$ cat src/rtl/uart_core_param.sv
// Parametrised full-duplex UART: valid/ready TX and 16x-oversampled RX with parity/stop error flags.
// Build macro UART_LOOPBACK_EN adds a 'loopback' input that routes TX serial data into RX.
module uart_core_param #(
    parameter int DATA_W    = 8,
    parameter int DIV_W     = 16,
    parameter int BAUD_DIV0 = 27,
    parameter int BAUD_DIV1 = 54,
    parameter int BAUD_DIV2 = 163,
    parameter int BAUD_DIV3 = 326
) (
    input  logic              clk,
    input  logic              rst,
    input  logic [1:0]        baud_sel,
    input  logic [1:0]        parity_mode,
    input  logic              stop2,
`ifdef UART_LOOPBACK_EN
    input  logic              loopback,
`endif
    input  logic              tx_valid,
    output logic              tx_ready,
    input  logic [DATA_W-1:0] tx_data,
    output logic              tx_line,
    input  logic              rx_line,
    output logic              rx_valid,
    output logic [DATA_W-1:0] rx_data,
    output logic              rx_parity_err,
    output logic              rx_stop_err
);
    typedef enum logic [2:0] {S_IDLE, S_START, S_DATA, S_PARITY, S_STOP} state_t;

    logic [DIV_W-1:0] div_sel;
    logic [DIV_W-1:0] div_cnt_reg;
    logic [1:0]       baud_sel_reg;
    logic             tick;

    always_comb begin
        case (baud_sel)
            2'd0:    div_sel = DIV_W'(BAUD_DIV0);
            2'd1:    div_sel = DIV_W'(BAUD_DIV1);
            2'd2:    div_sel = DIV_W'(BAUD_DIV2);
            default: div_sel = DIV_W'(BAUD_DIV3);
        endcase
    end

    // A baud_sel change restarts the divisor so the first new tick is a full period long.
    assign tick = (baud_sel == baud_sel_reg) && (div_cnt_reg == div_sel - DIV_W'(1));

    always_ff @(posedge clk or posedge rst) begin
        if (rst) begin
            div_cnt_reg  <= '0;
            baud_sel_reg <= '0;
        end else begin
            baud_sel_reg <= baud_sel;
            if ((baud_sel != baud_sel_reg) || tick)
                div_cnt_reg <= '0;
            else
                div_cnt_reg <= div_cnt_reg + DIV_W'(1);
        end
    end

    state_t            tx_state_reg, tx_state_next;
    logic [DATA_W-1:0] tx_shift_reg, tx_shift_next;
    logic [3:0]        tx_bit_reg, tx_bit_next;
    logic [4:0]        tx_tick_reg, tx_tick_next;
    logic              tx_par_en_reg, tx_par_en_next;
    logic              tx_pbit_reg, tx_pbit_next;
    logic              tx_stop2_reg, tx_stop2_next;
    logic              tx_out_reg, tx_out_next;
    logic              tx_ready_reg, tx_ready_next;
    logic              tx_bit_end, tx_stop_end;

    always_comb begin
        tx_state_next  = tx_state_reg;
        tx_shift_next  = tx_shift_reg;
        tx_bit_next    = tx_bit_reg;
        tx_tick_next   = tx_tick_reg;
        tx_par_en_next = tx_par_en_reg;
        tx_pbit_next   = tx_pbit_reg;
        tx_stop2_next  = tx_stop2_reg;
        tx_out_next    = tx_out_reg;
        tx_ready_next  = tx_ready_reg;
        tx_bit_end     = tick && (tx_tick_reg == 5'd15);
        tx_stop_end    = tick && (tx_tick_reg == (tx_stop2_reg ? 5'd31 : 5'd15));
        if (tick)
            tx_tick_next = tx_tick_reg + 5'd1;
        case (tx_state_reg)
            S_IDLE: begin
                tx_out_next   = 1'b1;
                tx_ready_next = 1'b1;
                tx_tick_next  = '0;
                if (tx_valid && tx_ready_reg) begin
                    tx_state_next  = S_START;
                    tx_shift_next  = tx_data;
                    tx_par_en_next = parity_mode[0] ^ parity_mode[1];
                    // odd parity (2'b10) is the complement of even parity
                    tx_pbit_next   = (^tx_data) ^ parity_mode[1];
                    tx_stop2_next  = stop2;
                    tx_bit_next    = '0;
                    tx_out_next    = 1'b0;
                    tx_ready_next  = 1'b0;
                end
            end
            S_START: begin
                if (tx_bit_end) begin
                    tx_state_next = S_DATA;
                    tx_tick_next  = '0;
                    tx_out_next   = tx_shift_reg[0];
                end
            end
            S_DATA: begin
                if (tx_bit_end) begin
                    tx_tick_next = '0;
                    if (tx_bit_reg == 4'(DATA_W - 1)) begin
                        tx_state_next = tx_par_en_reg ? S_PARITY : S_STOP;
                        tx_out_next   = tx_par_en_reg ? tx_pbit_reg : 1'b1;
                    end else begin
                        tx_bit_next   = tx_bit_reg + 4'd1;
                        tx_shift_next = tx_shift_reg >> 1;
                        tx_out_next   = tx_shift_reg[1];
                    end
                end
            end
            S_PARITY: begin
                if (tx_bit_end) begin
                    tx_state_next = S_STOP;
                    tx_tick_next  = '0;
                    tx_out_next   = 1'b1;
                end
            end
            S_STOP: begin
                if (tx_stop_end) begin
                    tx_state_next = S_IDLE;
                    tx_tick_next  = '0;
                    tx_ready_next = 1'b1;
                end
            end
            default: tx_state_next = S_IDLE;
        endcase
    end

    always_ff @(posedge clk or posedge rst) begin
        if (rst) begin
            tx_state_reg  <= S_IDLE;
            tx_shift_reg  <= '0;
            tx_bit_reg    <= '0;
            tx_tick_reg   <= '0;
            tx_par_en_reg <= 1'b0;
            tx_pbit_reg   <= 1'b0;
            tx_stop2_reg  <= 1'b0;
            tx_out_reg    <= 1'b1;
            tx_ready_reg  <= 1'b0;
        end else begin
            tx_state_reg  <= tx_state_next;
            tx_shift_reg  <= tx_shift_next;
            tx_bit_reg    <= tx_bit_next;
            tx_tick_reg   <= tx_tick_next;
            tx_par_en_reg <= tx_par_en_next;
            tx_pbit_reg   <= tx_pbit_next;
            tx_stop2_reg  <= tx_stop2_next;
            tx_out_reg    <= tx_out_next;
            tx_ready_reg  <= tx_ready_next;
        end
    end

    logic              rx_src, rx_meta_reg, rx_sync_reg;
    state_t            rx_state_reg, rx_state_next;
    logic [3:0]        rx_tick_reg, rx_tick_next;
    logic [3:0]        rx_bit_reg, rx_bit_next;
    logic [DATA_W-1:0] rx_shift_reg, rx_shift_next;
    logic [DATA_W-1:0] rx_data_reg, rx_data_next;
    logic [1:0]        rx_mode_reg, rx_mode_next;
    logic              rx_perr_reg, rx_perr_next;
    logic              rx_valid_reg, rx_valid_next;
    logic              rx_perr_out_reg, rx_perr_out_next;
    logic              rx_serr_reg, rx_serr_next;
    logic              rx_sample;

    always_comb begin
        rx_state_next    = rx_state_reg;
        rx_tick_next     = rx_tick_reg;
        rx_bit_next      = rx_bit_reg;
        rx_shift_next    = rx_shift_reg;
        rx_data_next     = rx_data_reg;
        rx_mode_next     = rx_mode_reg;
        rx_perr_next     = rx_perr_reg;
        rx_valid_next    = 1'b0;
        rx_perr_out_next = rx_perr_out_reg;
        rx_serr_next     = rx_serr_reg;
        // after the mid-start sample the 4-bit counter wraps every 16 ticks, i.e. mid-bit
        rx_sample        = tick && (rx_tick_reg == 4'd15);
        if (tick)
            rx_tick_next = rx_tick_reg + 4'd1;
        case (rx_state_reg)
            S_IDLE: begin
                rx_tick_next = '0;
                if (!rx_sync_reg) begin
                    rx_state_next = S_START;
                    rx_mode_next  = parity_mode;
                    rx_perr_next  = 1'b0;
                    rx_bit_next   = '0;
                end
            end
            S_START: begin
                if (tick && (rx_tick_reg == 4'd7)) begin
                    rx_tick_next  = '0;
                    rx_state_next = rx_sync_reg ? S_IDLE : S_DATA;
                end
            end
            S_DATA: begin
                if (rx_sample) begin
                    rx_shift_next = {rx_sync_reg, rx_shift_reg[DATA_W-1:1]};
                    if (rx_bit_reg == 4'(DATA_W - 1))
                        rx_state_next = (rx_mode_reg[0] ^ rx_mode_reg[1]) ? S_PARITY : S_STOP;
                    else
                        rx_bit_next = rx_bit_reg + 4'd1;
                end
            end
            S_PARITY: begin
                if (rx_sample) begin
                    rx_perr_next  = rx_sync_reg ^ (^rx_shift_reg) ^ rx_mode_reg[1];
                    rx_state_next = S_STOP;
                end
            end
            S_STOP: begin
                if (rx_sample) begin
                    rx_state_next    = S_IDLE;
                    rx_valid_next    = 1'b1;
                    rx_data_next     = rx_shift_reg;
                    rx_perr_out_next = rx_perr_reg;
                    rx_serr_next     = ~rx_sync_reg;
                end
            end
            default: rx_state_next = S_IDLE;
        endcase
    end

    always_ff @(posedge clk or posedge rst) begin
        if (rst) begin
            rx_meta_reg     <= 1'b1;
            rx_sync_reg     <= 1'b1;
            rx_state_reg    <= S_IDLE;
            rx_tick_reg     <= '0;
            rx_bit_reg      <= '0;
            rx_shift_reg    <= '0;
            rx_data_reg     <= '0;
            rx_mode_reg     <= '0;
            rx_perr_reg     <= 1'b0;
            rx_valid_reg    <= 1'b0;
            rx_perr_out_reg <= 1'b0;
            rx_serr_reg     <= 1'b0;
        end else begin
            rx_meta_reg     <= rx_src;
            rx_sync_reg     <= rx_meta_reg;
            rx_state_reg    <= rx_state_next;
            rx_tick_reg     <= rx_tick_next;
            rx_bit_reg      <= rx_bit_next;
            rx_shift_reg    <= rx_shift_next;
            rx_data_reg     <= rx_data_next;
            rx_mode_reg     <= rx_mode_next;
            rx_perr_reg     <= rx_perr_next;
            rx_valid_reg    <= rx_valid_next;
            rx_perr_out_reg <= rx_perr_out_next;
            rx_serr_reg     <= rx_serr_next;
        end
    end

`ifdef UART_LOOPBACK_EN
    assign rx_src  = loopback ? tx_out_reg : rx_line;
    assign tx_line = loopback ? 1'b1 : tx_out_reg;
`else
    assign rx_src  = rx_line;
    assign tx_line = tx_out_reg;
`endif

    assign tx_ready      = tx_ready_reg;
    assign rx_valid      = rx_valid_reg;
    assign rx_data       = rx_data_reg;
    assign rx_parity_err = rx_perr_out_reg;
    assign rx_stop_err   = rx_serr_reg;

endmodule

$ cat config.mk
export PLATFORM = sky130hd
export DESIGN_NAME = uart_core_param
export DESIGN_NICKNAME = d
export VERILOG_FILES = /design/src/rtl/uart_core_param.sv
export SDC_FILE = /design/constraint.sdc
export NUM_CORES = 1
export LEC_CHECK = 0
export ABC_CLOCK_PERIOD_IN_PS = 4700
export CELL_PAD_IN_SITES_DETAIL_PLACEMENT = 1
export CELL_PAD_IN_SITES_GLOBAL_PLACEMENT = 2
export CORE_ASPECT_RATIO = 2
export CORE_MARGIN = 2
export CORE_UTILIZATION = 28
export DETAILED_ROUTE_END_ITERATION = 7
export DONT_BUFFER_PORTS = 1
export HOLD_SLACK_MARGIN = 0.15
export PLACE_DENSITY = 0.55
export SLEW_MARGIN = 5
export SYNTH_ARGS = -nofsm -noshare
export SYNTH_HDL_FRONTEND = slang
export SYNTH_SLANG_ARGS = --single-unit
export TNS_END_PERCENT = 100
$ cat constraint.sdc
create_clock -name clk -period 4.7 [get_ports clk]
set_clock_uncertainty 0.05 [all_clocks]
set_input_delay 0.705 -clock clk [delete_from_list [all_inputs] [get_ports clk]]
set_output_delay 0.705 -clock clk [all_outputs]
set_load 0.005 [all_outputs]
-- After elaboration in Yosys (flattened, before gate mapping)
Index checks and enable logic that the tools add are counted.
- equality and inequality tests: 33
- reductions and logical operators: 29
- add/subtract/negate cells: 6
- multiplexer cells: 53
- bitwise logic cells: 6
- operators by type and width (operator ; count):
    two-way mux 3 bit ; 14
    two-way mux 4 bit ; 8
    one-hot mux 3 bit (5 select lines) ; 2
    != test 2 bit (second input constant) ; 14
    one-hot mux 9 bit (3 select lines) ; 1
    two-way mux 8 bit ; 3
    one-hot mux 4 bit (2 select lines) ; 3
    two-way mux 5 bit ; 4
    adder 16 x 1 -> 16 bit (second input constant) ; 1
    == test 16 bit ; 1
    two-way mux 16 bit ; 1
    one-hot mux 8 bit (2 select lines) ; 1
    parity 8 bit ; 2
    subtractor 16 x 1 -> 16 bit (second input constant) ; 1
    one-hot mux 5 bit (3 select lines) ; 1
    adder 4 x 1 -> 4 bit (second input constant) ; 3
    == test 3 x 2 -> 1 bit (second input constant) ; 4
    == test 4 x 3 -> 1 bit (second input constant) ; 3
    AND reduction 4 bit ; 3
    AND reduction 6 bit ; 2
    two-way mux 1 bit ; 11
    AND reduction 2 bit ; 5
    nonzero test 2 bit ; 4
    == test 3 x 1 -> 1 bit (second input constant) ; 2
    21 further kinds ; 33
- word-level logic and storage cells: 150
- bits of input ports: 17
- register bits: 78
- output and inout port bits: 13

-- Depth between registers and ports, before layout
- depth in word-level cells: 8
- mapped depth: 9
- gate-level depth less buffers: 8

-- Worst setup path after synthesis
No wires, ideal clock.
- kind: input to register
- start point: input baud_sel[0]
- end point: register rx_data_reg[0], in the netlist rx_data[0]
- setup time: 128 ps
- data required time: 4522 ps
- path slack: 1863 ps
- buffers on the path: 1
- arrival: 2659 ps
- stages: 9
- cells stage by stage: inv_1 -> ha_1 -> xor2_1 -> nor4_1 -> and4_4 -> nand2_4 -> nor3_2 -> buf_4 -> mux2_1
- longest elaborated chain between the ends: 7
- elaborated cells on any way between the ends: 10
- classes of those cells: add/sub: 1; eq/ne: 4; mux: 1; reduce/logical: 4
- ends and longest elaborated chain (element ; line ; RTL):
    start, declared ; 13 ; input logic [1:0] baud_sel,
    == test 2 bit, or another cell as far along ; 37 ; case (baud_sel)
    one-hot mux 9 bit (3 select lines) ; 37 ;
    subtractor 16 x 1 -> 16 bit ; 46 ; assign tick = (baud_sel == baud_sel_reg) && (div_cnt_reg == div_sel - DIV_W'(1));
    == test 16 bit ; 46 ;
    logical AND 1 bit * ; 46 ;
    logical AND 1 bit * ; 190 ; rx_sample = tick && (rx_tick_reg == 4'd15);
    AND reduction 2 bit (no line) * ; n/a ;
    end signal, assigned ; 258 ; rx_data_reg <= rx_data_next;
    end, declared ; 170 ; logic [DATA_W-1:0] rx_data_reg, rx_data_next;
Every way passes the cells marked *; elsewhere a longest branch is shown, timed or not.
A chain may end at the register's enable or synchronous reset.

-- Worst setup path in the final report
- start point: input baud_sel[0]
- end point: register rx_data_reg[6], in the netlist rx_data[6]
The elaborated chain is that of the path after synthesis.

==> reports/metrics.cfg <==
[timing]
fin_crit_sh = 0.6864
maxSlewViolCount = 0
totalNegativeSetupSlack_ps = 0
fin_crit_ps = 3226
grt_setup_unrepaired = false
hold_viol = 0
max_freq_mhz = 310.0
tightest_slew_ps = 926.6
hold_ws_ps = 296.7
setup_viol = 0
max_slew_margin = 0.3789

[logic_synthesis]
yosys-top-cells-area = dfrtp_1, xnor2_1, xor2_1, nor2_1, ha_1
synthDistinctLibCells = 56
syn_nets = 424
syn_inst = 395
async_reset_ff_frac = 1.000
synth_commonest_cells = dfrtp_1, nor2_1, nand2_1
avgSynthCellArea_um2 = 10.41
synth_area_um2 = 4110
synth_top_cell_by_area = dfrtp_1
synth-edff-count = 0
ys_seq_area_frac = 0.4758
yosys_register_bits = 78
synth_warnings = 0
yosysMostFrequentCell = dfrtp_1
netlist.area_leader.share = 0.4566
yosys_most_used_dff = dfrtp_1

[worst_setup_path]
worstSetupEndpointType = flip-flop
worst_ep_required_time_ps = 4880
crit_path_start_kind = primary input
crit_type = in2reg
cp.arrival_ps = 3400
worstPathMaxFanout = 18

[finish]
regArea_um2 = 1956
final_nets = 429
antenna-diode-count = 0
drive_gt1_frac = 0.1111
largest_register_ffs = 16
fillCellCount = 1636
syn2layout_area_growth_pct = 11.90
post-route-util = 0.3205
multi_input_area_um2 = 2052

[placed_design]
port-buffer-count = 0
gp_congestion = 0.7489
post-dp-hpwl_um = 7944

[floorplan]
coreArea_um2 = 14350
die_x_um = 89.67
placementRows = 62
io_pins = 30
dieArea_um2 = 15720
die_h_um = 175.3
start_util = 0.2864

[clocking]
numCtsBuffers = 9
h-tree-depth = 3
cts_setup_buffers = 0
clock-root-buffer = clkbuf_16
clock_path_buffers = 2
holdBufCountCts = 0
worstSkewPairLatency_ps = 340
clock_sinks = 78
post_cts_resized = 0
cts_tree = done
clkSlewWorstSetupHoldPaths_ps = 60

[routing]
routed_wl_um = 10520
final_antenna_net_count = 0
drtIter0Drc = 79
drt-wirelength-per-cell_um = 17.61
dr.pass1.iters = 3
drcViolationCount = 0
vias_per_cell = 4.884
route.vias.total = 2916

[global_routing]
grt_max_degree = 43
grt_overflow = 0
grt_first_pass_wirelength_um = 17080
grt_pass1_vias = 3204
antenna_found_initial = 0
grt.total_usage = 0.1465

[power_and_ir_drop]
ir_drop_uv = 166.6
p_sw_mw = 0.4456
p_int_mw = 1.196
power_leakage_nw = 1.996
switching_share = 0.2714
share_comb_of_total_power = 0.119
design_power_total_mw = 1.642
power.density_nw_per_um2 = 357.0
clkPwrFrac = 0.385
seqPwrFrac = 0.495

[hold_path]
hold_class = in2async

[job]
max_cap_violations = 0

[outcome]
status = finished, final reports clean

routing by layer:
layer  vias to the layer above  GRT usage  part of all wire
li1                       1413          -                 -
met3                        14    0.03195             0.019
met4                         0    0.06592             0.030
met1                      1469     0.1476              0.37
met5                         -          0                 0
met2                        20     0.2727              0.58
placed cells by master, fill, tap and decap left out, types with 9 or more instances in the layout:
cell type  netlist  final
dfrtp_1         75     75
nor2_1          42     42
nand2_1         33     33
xnor2_1         24     24
xor2_1          19     19
nand3_1         18     18
o21ai_0         15     15
inv_1           14     13
a21oi_1         12     12
ha_1            12     12
nand2b_1        10     10
mux2_1           9      9
clkbuf_16        0      9
path summary, 6_finish.rpt:
check,startpoint,endpoint,slack [ps],cells after the start
setup / recovery,baud_sel[0],rx_data[6],1470,8
hold / removal,rst,div_cnt_reg[3],300,1
setup reg to reg,div_cnt_reg[0],rx_data[6],1720,6
hold reg to reg,rx_meta_reg,rx_sync_reg,310,0
max in group asynchronous,rst,tx_line,3320,2
min in group clk,rx_line,rx_meta_reg,310,0
per-stage QoR:
stage / instance area [µm²] / worst slack [ps] / cells
2_1_floorplan: 4110 / 1863 / 395
3_3_place_gp: 4332 / 1190 / 581
3_5_place_dp: 4332 / 1098 / 581
4_1_cts: 4599 / 1452 / 597
5_1_grt: 4599 / 1307 / 597
6_report: 4599 / 1474 / 597
power by group through the flow:
stage | Sequential (mW) | Clock [mW] | Combinational, mW
2_1_floorplan | 0.797 | 0 | 0.163
3_3_place_gp | 0.822 | 0 | 0.197
3_5_place_dp | 0.824 | 0 | 0.204
4_1_cts | 0.814 | 0.662 | 0.203
5_1_grt | 0.824 | 0.695 | 0.229
6_report | 0.813 | 0.633 | 0.196
kinds of logic after synthesis:
kind of cell	after synthesis	synth area share
and+or+nand+nor	152	0.1887
DFF	78	0.4758
AOI/OAI and AO/OA	62	0.1120
xor gates and xnor gates	43	0.09163
buffers and inverters	24	0.02496
muxes	24	0.07032
adders and majority gates	12	0.03653
critical path: stages:
cell     delay, ps
inv_1           70
ha_1           310
xor2_1         160
nor4_1         450
and4_4         360
nand2_4        140
nor3_2         790
mux2_2         410
area by class of cell:
class	count	area share
multi-input combinational	293	0.4461
sequential	78	0.4252
tap	192	0.05223
clock buffer	10	0.04978
inverter	14	0.01170
clock inverter	6	0.008433
timing repair buffer	4	0.006529
Note: power is estimated with default switching activity, not from simulation.
